`src/rtl/regfile_ctrl_pkg.sv`:
```
// Shared definitions for the register-file write-port controller.
//   NREG / AW / DW     : geometry of the 32x32 CPU register file
//   STARVE_MAX_DEFAULT : WB wins tolerated with a debug write pending
//   rf_state_e         : controller phase (init sweep, then normal run)
package regfile_ctrl_pkg;
    localparam int NREG               = 32;
    localparam int AW                 = 5;
    localparam int DW                 = 32;
    localparam int STARVE_MAX_DEFAULT = 4;

    typedef enum logic {
        INIT = 1'b0,
        RUN  = 1'b1
    } rf_state_e;
endpackage

```
`src/rtl/rf_starve_counter.sv`:
```
// Counts consecutive cycles in which writeback took the write port while a
// debug write was waiting, and raises stall_o once the debug side has lost
// STARVE_MAX times in a row.
//   clk_50, rst_i : clock, async active-high reset
//   req           : debug request present (RUN only)
//   pending       : request eligible for grant (not in its ack cycle)
//   won           : writeback owned the port this cycle
//   granted       : debug write performed this cycle
//   stall_o       : registered pipeline stall
//   starve_cnt    : current run of lost arbitrations (saturating)
module rf_starve_counter #(
    parameter int STARVE_MAX = 4,
    parameter int CW         = $clog2(STARVE_MAX + 1)
) (
    input  logic          clk_50,
    input  logic          rst_i,
    input  logic          req,
    input  logic          pending,
    input  logic          won,
    input  logic          granted,
    output logic          stall_o,
    output logic [CW-1:0] starve_cnt
);
    logic at_limit;
    logic lose;

    assign at_limit = (starve_cnt == CW'(STARVE_MAX - 1));
    assign lose     = pending && won;

    always_ff @(posedge clk_50 or posedge rst_i) begin
        if (rst_i) begin
            starve_cnt <= '0;
            stall_o    <= 1'b0;
        end else begin
            // During the ack cycle the request may still be high; the count
            // then holds rather than clearing or advancing.
            if (granted || !req)
                starve_cnt <= '0;
            else if (lose && !at_limit)
                starve_cnt <= starve_cnt + 1'b1;

            // Stall persists through any further WB wins until debug is served.
            if (granted)
                stall_o <= 1'b0;
            else if (lose && at_limit)
                stall_o <= 1'b1;
        end
    end
endmodule

```
`src/rtl/regfile_port_ctrl.sv`:
```
// Write-port controller for the 32x32 register file. After reset it sweeps
// every register with values from an external init table, then arbitrates
// the single write port between writeback (priority) and a debug requester,
// stalling the pipeline when debug has been starved too long.
//   clk_50, rst_i              : clock, async active-high reset
//   init_addr_o / init_data_i  : init table lookup (same-cycle data)
//   wb_we_i/wb_addr_i/wb_data_i: writeback write
//   dbg_req_i/dbg_addr_i/dbg_data_i, dbg_ack_o : debug write handshake
//   rf_we_o/rf_wr_o/rf_wd_o    : register file write port (combinational)
//   busy_o  : init sweep in progress
//   stall_o : pipeline must hold wb_we_i low
//   err_o   : sticky protocol violation
module regfile_port_ctrl
    import regfile_ctrl_pkg::*;
#(
    parameter int STARVE_MAX = STARVE_MAX_DEFAULT
) (
    input  logic          clk_50,
    input  logic          rst_i,
    output logic [AW-1:0] init_addr_o,
    input  logic [DW-1:0] init_data_i,
    input  logic          wb_we_i,
    input  logic [AW-1:0] wb_addr_i,
    input  logic [DW-1:0] wb_data_i,
    input  logic          dbg_req_i,
    input  logic [AW-1:0] dbg_addr_i,
    input  logic [DW-1:0] dbg_data_i,
    output logic          dbg_ack_o,
    output logic          rf_we_o,
    output logic [AW-1:0] rf_wr_o,
    output logic [DW-1:0] rf_wd_o,
    output logic          busy_o,
    output logic          stall_o,
    output logic          err_o
);
    localparam int SCW = $clog2(STARVE_MAX + 1);

    rf_state_e     state, state_nxt;
    logic [AW-1:0] cnt, cnt_nxt;
    logic          in_run;
    logic          wb_win;
    logic          dbg_pending;
    logic          dbg_grant;
    logic [SCW-1:0] starve_cnt;

    assign in_run      = (state == RUN);
    assign wb_win      = in_run && wb_we_i;
    // A request still high in its ack cycle is the one just written.
    assign dbg_pending = in_run && dbg_req_i && !dbg_ack_o;
    assign dbg_grant   = dbg_pending && !wb_we_i;
    assign init_addr_o = cnt;

    always_ff @(posedge clk_50 or posedge rst_i) begin
        if (rst_i) begin
            state <= INIT;
            cnt   <= '0;
        end else begin
            state <= state_nxt;
            cnt   <= cnt_nxt;
        end
    end

    always_comb begin
        state_nxt = state;
        cnt_nxt   = cnt;
        if (state == INIT) begin
            cnt_nxt = cnt + 1'b1;
            if (cnt == AW'(NREG - 1))
                state_nxt = RUN;
        end
    end

    // Write-port mux. Register 0 is hard-wired zero: the sweep writes 0 there
    // and run-time writes to it are suppressed at the enable.
    always_comb begin
        rf_we_o = 1'b0;
        rf_wr_o = cnt;
        rf_wd_o = '0;
        if (rst_i) begin
            rf_we_o = 1'b0;
        end else if (!in_run) begin
            rf_we_o = 1'b1;
            rf_wr_o = cnt;
            rf_wd_o = (cnt == '0) ? '0 : init_data_i;
        end else if (wb_we_i) begin
            rf_we_o = (wb_addr_i != '0);
            rf_wr_o = wb_addr_i;
            rf_wd_o = wb_data_i;
        end else if (dbg_grant) begin
            rf_we_o = (dbg_addr_i != '0);
            rf_wr_o = dbg_addr_i;
            rf_wd_o = dbg_data_i;
        end
    end

    always_ff @(posedge clk_50 or posedge rst_i) begin
        if (rst_i) begin
            busy_o    <= 1'b1;
            dbg_ack_o <= 1'b0;
            err_o     <= 1'b0;
        end else begin
            busy_o    <= (state_nxt == INIT);
            dbg_ack_o <= dbg_grant;
            err_o     <= err_o | (!in_run && wb_we_i) | (wb_win && stall_o);
        end
    end

    rf_starve_counter #(
        .STARVE_MAX (STARVE_MAX)
    ) u_starve (
        .clk_50     (clk_50),
        .rst_i      (rst_i),
        .req        (in_run && dbg_req_i),
        .pending    (dbg_pending),
        .won        (wb_win),
        .granted    (dbg_grant),
        .stall_o    (stall_o),
        .starve_cnt (starve_cnt)
    );

    // The count saturates one below the limit; it never reaches STARVE_MAX.
    always @(posedge clk_50) begin
        if (!rst_i) assert (int'(starve_cnt) < STARVE_MAX);
    end
endmodule

```
`config.mk`:
```
export PLATFORM = sky130hd
export DESIGN_NAME = regfile_port_ctrl
export DESIGN_NICKNAME = d
export VERILOG_FILES = /design/src/rtl/regfile_ctrl_pkg.sv /design/src/rtl/rf_starve_counter.sv /design/src/rtl/regfile_port_ctrl.sv
export SDC_FILE = /design/constraint.sdc
export NUM_CORES = 1
export LEC_CHECK = 0
export ABC_AREA = 1
export CORE_UTILIZATION = 38
export CTS_CLUSTER_SIZE = 24
export DETAILED_ROUTE_END_ITERATION = 16
export PLACE_DENSITY_LB_ADDON = 0.08
export SLEW_MARGIN = 10
export SYNTH_ARGS = -nofsm -noshare
export SYNTH_HDL_FRONTEND = slang
export SYNTH_HIERARCHICAL = 1
export SYNTH_SLANG_ARGS = --single-unit
```
`constraint.sdc`:
```
create_clock -name clk_50 -period 3.7 [get_ports clk_50]
set_input_delay 0.74 -clock clk_50 [delete_from_list [all_inputs] [get_ports clk_50]]
set_output_delay 0.74 -clock clk_50 [all_outputs]
set_load 0.005 [all_outputs]
```
=== Word-level counts from Yosys, hierarchy flattened ===
Index checks and enable logic that the tools add are counted.

* Latch bits: 0
* Memories: 0
* Input bits: 110
* ROM bits: 0
* Register bits after elaboration: 13
* Bits in writable memories: 0
* Output and inout bits: 47

* Eq/ne operators: 2
* Add/sub/neg operators: 2
* Div/mod/pow operators: 0
* Shift operators: 0
* Multiplexer cells: 19
* Bitwise operators: 3
* Magnitude comparators: 0
* Multiply operators: 0
* Reduce and logical (&&, ||, !) cells: 20

{| class="wikitable"
|+ Operators by type and width
! kind !! number
|-
| 32-bit 2-to-1 mux || 5
|-
| 5-bit 2-to-1 mux || 4
|-
| 5-bit nonzero test || 2
|-
| 1-bit logical AND || 9
|-
| 1-bit 2-to-1 mux || 8
|-
| 3-bit 2-to-1 mux || 2
|-
| 5-bit by 1-bit adder with 5-bit output (second input constant) || 1
|-
| 5-bit == test (second input constant) || 1
|-
| 1-bit logical NOT || 5
|-
| 5-bit logical NOT || 1
|-
| 2-bit nonzero test || 2
|-
| 3-bit by 1-bit adder with 3-bit output (second input constant) || 1
|-
| 3-bit by 2-bit == test with 1-bit output (second input constant) || 1
|-
| 1-bit bitwise OR || 2
|-
| 1-bit logical OR || 1
|-
| 1-bit NOT || 1
|}

=== Logic depth before layout (Yosys ltp) ===
* Word-level depth: 7
* Mapped depth: 8
* Mapped depth without buffers: 7

=== Modules after synthesis ===
The synthesis kept the hierarchy.

{| class="wikitable"
|+ By module, submodules not included
! module !! sequential area each (um^2) !! cells an instance !! times used !! area each (um^2)
|-
| regfile_port_ctrl || 226.5 || 406 || 1 || 1918.1
|-
| rf_starve_counter || 100.1 || 28 || 1 || 224.0
|}

=== Worst setup path after synthesis ===
OpenSTA, ideal clock, no wires.

* Kind: input to output
* From: in rst_i
* To: out rf_wr_o[0]
* Setup slack: 1275 ps
* Stages: 8
* Arrival time: 1685 ps
* Path buffers: 2
* Cell sequence: buf_2 inv_1 nand2_1 buf_2 inv_1 o21ai_0 nand2_1 nand2_1

* Longest elaborated chain between the ends: 1

{| class="wikitable"
|+ Ends and longest elaborated chain
! element !! RTL line !! source
|-
| start, declared || regfile_port_ctrl.sv:19 || <nowiki>input logic rst_i,</nowiki>
|-
| 5-bit 2-to-1 mux || regfile_port_ctrl.sv:79 || <nowiki>if (rst_i) begin</nowiki>
|-
| end, declared || regfile_port_ctrl.sv:30 || <nowiki>output logic [AW-1:0] rf_wr_o,</nowiki>
|}

No other way between the ends.

=== Worst setup path in the final report ===
* From: in wb_we_i
* To: out rf_wr_o[4]

* Longest elaborated chain between the ends: 6

{| class="wikitable"
|+ Ends and longest elaborated chain
! element !! RTL line !! source
|-
| start, declared || regfile_port_ctrl.sv:22 || <nowiki>input logic wb_we_i,</nowiki>
|-
| 1-bit logical NOT || regfile_port_ctrl.sv:50 || <nowiki>assign dbg_grant = dbg_pending && !wb_we_i;</nowiki>
|-
| 1-bit logical AND || regfile_port_ctrl.sv:50 ||
|-
| 5-bit 2-to-1 mux || regfile_port_ctrl.sv:89 || <nowiki>end else if (dbg_grant) begin</nowiki>
|-
| 5-bit 2-to-1 mux * || regfile_port_ctrl.sv:85 || <nowiki>end else if (wb_we_i) begin</nowiki>
|-
| 5-bit 2-to-1 mux * || regfile_port_ctrl.sv:81 || <nowiki>end else if (!in_run) begin</nowiki>
|-
| 5-bit 2-to-1 mux * || regfile_port_ctrl.sv:79 ||
|}

Mark *: on every way between the ends. The rest lies on a longest branch, timed or not.

==> summary.txt <==
Pwr
  • Comb power frac: 0.523
  • Cell area power density: 152.1 nW/um^2
  • Seq pwr share: 0.253
  • Leak Pwr: 2.096 nW
  • Sw frac: 0.2969
  • Clock power share: 0.223
  • Total power: 573.4 uW
  • Peak supply drop: 0.2206 mV
  • Switching power: 170.3 uW
  • Internal: 403.2 uW

Clock tree
  • Cts hold-fix bufs: 0
  • Clk sinks: 13
  • H-tree depth: 1
  • Setup Buffers After CTS: 0
  • Clock-pin slew on the worst setup and hold paths: 0.06 ns
  • Longest Clk Path Bufs: 2
  • Root Buffer Master: clkbuf_8
  • Post-CTS sizing: 0
  • CTS tree: done
  • Worst-Skew Late Latency: 0.24 ns
  • Num CTS Buffers: 3

Global routing
  • Initial antenna violation count: 0
  • Largest net degree at the start of global routing: 38
  • GRT Overall Usage: 0.2665
  • Grt ovf: 0
  • Vias in the first global route: 2712
  • First-pass GRT wire length: 12940 um

Place
  • Placer Congestion: 0.9014
  • Hpwl dp: 6078 um
  • I/O Buffers: 156

Worst setup path
  • Flop2flop setup slack: 2.00 ns
  • R2R cell count: 4
  • Worst R2R Start: in_run$_DFF_PP0_
  • Critical Path AT: 2.71 ns
  • Worst Setup End Kind: output port
  • CP Class: in -> out
  • R2R Path End: init_addr_o[3]$_DFFE_PP0N_
  • CP required: 2.96 ns
  • CP Max Fanout: 10
  • Crit path launch type: primary input

Hold path
  • Min-delay src: err_o$_DFF_PP0_
  • Hold Crit Depth: 1
  • Hold Path Sink: err_o$_DFF_PP0_
  • Min-Delay Path Class: reg -> reg

Timing
  • Final Max Tran Viols: 0
  • Worst Tran Pin Value: 0.6716 ns
  • Clock Skews: 0.002868 ns
  • # setup viols final: 0
  • Fin Hold WS: 0.5033 ns
  • Final period util: 0.9336
  • RSZ-0062 raised after global routing: false
  • FMAX: 289.5 MHz
  • Final count of hold timing violations: 0
  • Fin crit period: 3.454 ns
  • Setup TNS: 0 ns
  • Max-slew headroom: 0.5518

Yosys
  • Synth cell types: 21
  • Mapped cell area: 2142 um^2
  • Synthesized area per cell: 4.936 um^2
  • Yosys Warn Count: 6
  • Syn nets: 549
  • Synth Register Bits: 13
  • Synth Instances: 434
  • Seq/Total Area, Yosys: 0.1525

Run status
  • Status: finished clean

Routing
  • Iteration-0 DRC Markers: 126
  • Via Count: 3022
  • DR pass1 iterations: 4
  • Total wire length: 8070 um
  • ANT nets after route: 0
  • Residual DRC count: 0
  • Wirelength per Cell: 12.42 um
  • Routed vias/inst: 4.649

Die
  • IO Count: 157
  • Die Wd: 77.08 um
  • Initial core utilization: 0.4065
  • Die area: 5941 um^2
  • Placeable Area: 5270 um^2
  • Num rows: 26
  • Die height: 77.08 um

Finish
  • Most common cell after layout, fill and taps aside: nand2_1
  • Area grow syn2layout: 76.05%
  • Most frequent cells in the layout: nand2_1, clkdlybuf4s50_1, inv_1, nor2_1, a21oi_1
  • Nets: 696
  • Layout cells sized above 1: 0.03103
  • Inserted Diodes: 0

Job
  • Max cap viols: 0
==> cell families (layout without fill, tap and decap cells) <==
| logic type | Yosys count | in the layout | synth area share |
|---|---|---|---|
| xor gates and xnor gates | 3 | 3 | 0.01227 |
| DFF | 13 | 13 | 0.1525 |
| AOI/OAI and AO/OA | 40 | 40 | 0.09462 |
| and+or+nand+nor | 261 | 261 | 0.4871 |
| adders and majority gates | 5 | 5 | 0.02921 |
| buffers and inverters | 112 | 258 | 0.2243 |
==> Yosys cell counts <==
library cell / number / area (um^2)
nand2_1: 190 / 713.2
inv_1: 88 / 330.3
nor2_1: 46 / 172.7
a21oi_1: 36 / 180.2
nand3_1: 19 / 95.09
dfrtp_1: 12 / 300.3
buf_2: 9 / 45.04
buf_4: 5 / 37.54
clkbuf_1: 5 / 18.77
ha_1: 5 / 62.56
buf_6: 4 / 45.04
o21ai_0: 3 / 15.01
nand4_1: 2 / 12.51
nor2_2: 2 / 12.51
xor2_1: 2 / 17.52
clkinv_1: 1 / 3.750
dfstp_2: 1 / 26.28
nand3_4: 1 / 17.52
nor2_8: 1 / 20.02
o21bai_1: 1 / 7.510
xnor2_1: 1 / 8.760
==> metrics by stage <==
| stage | std cells | instance area (um^2) | utilization | setup slack (ns) |
|---|---|---|---|---|
| 2_1_floorplan | 434 | 2142 | - | 1.275 |
| 5_1_grt | 650 | 3771 | 0.7156 | 0.1194 |
| 4_1_cts | 650 | 3771 | 0.7156 | 0.2579 |
| 6_report | 650 | 3771 | 0.7156 | 0.2457 |
| 3_3_place_gp | 646 | 3725 | 0.7068 | 0.3076 |
| 3_5_place_dp | 646 | 3725 | 0.7068 | 0.2679 |
==> state kept, by name (all words and copies together), names as in the netlist <==
register	cells
init_addr_o	5
u_starve/starve_cnt	3
busy_o	1
dbg_ack_o	1
err_o	1
in_run	1
u_starve/stall_o	1
==> worst max path at each step <==
stage / endpoint / cells after the start / slack [ns] / from
6_report: rf_wr_o[4] / 6 / 0.25 / wb_we_i
5_1_grt: rf_we_o / 6 / 0.12 / dbg_req_i
4_1_cts: rf_we_o / 5 / 0.26 / wb_we_i
3_5_place_dp: rf_we_o / 5 / 0.27 / wb_we_i
3_3_place_gp: rf_wd_o[31] / 7 / 0.31 / wb_we_i
2_1_floorplan: rf_wr_o[0] / 8 / 1.27 / rst_i
==> routing by layer <==
metal	up-vias	wire length, um	track usage
met1	1319	3548	0.3341
li1	1558	-	-
met2	125	3841	0.4705
met3	20	505	0.02619
met5	-	0	0
met4	0	174	0.09434
==> critical path, stage by stage <==
cell and delay (ns):
clkdlybuf4s50_1 0.72, clkinv_1 0.35, nand3_1 0.18, nand3_1 0.10, nand2_1 0.10, clkdlybuf4s50_1 0.53
==> cell type report <==
class	instances	area [um^2]
Tap cell	70	87.58
Inverter	89	334.1
Fill cell	505	1499
Clock buffer	3	41.29
Sequential cell	13	326.6
Multi-Input combinational cell	309	1335
Timing Repair Buffer	165	1642
Clock inverter	1	5.005
==> power groups by stage <==
stage	sequential [mW]	clock (mW)	combinational, mW
finish	0.145	0.128	0.300
global route	0.145	0.139	0.329
global placement	0.148	0	0.295
detailed placement	0.148	0	0.299
CTS	0.145	0.131	0.301
floorplan	0.148	0	0.116
Power figures use the tool's default switching activity.
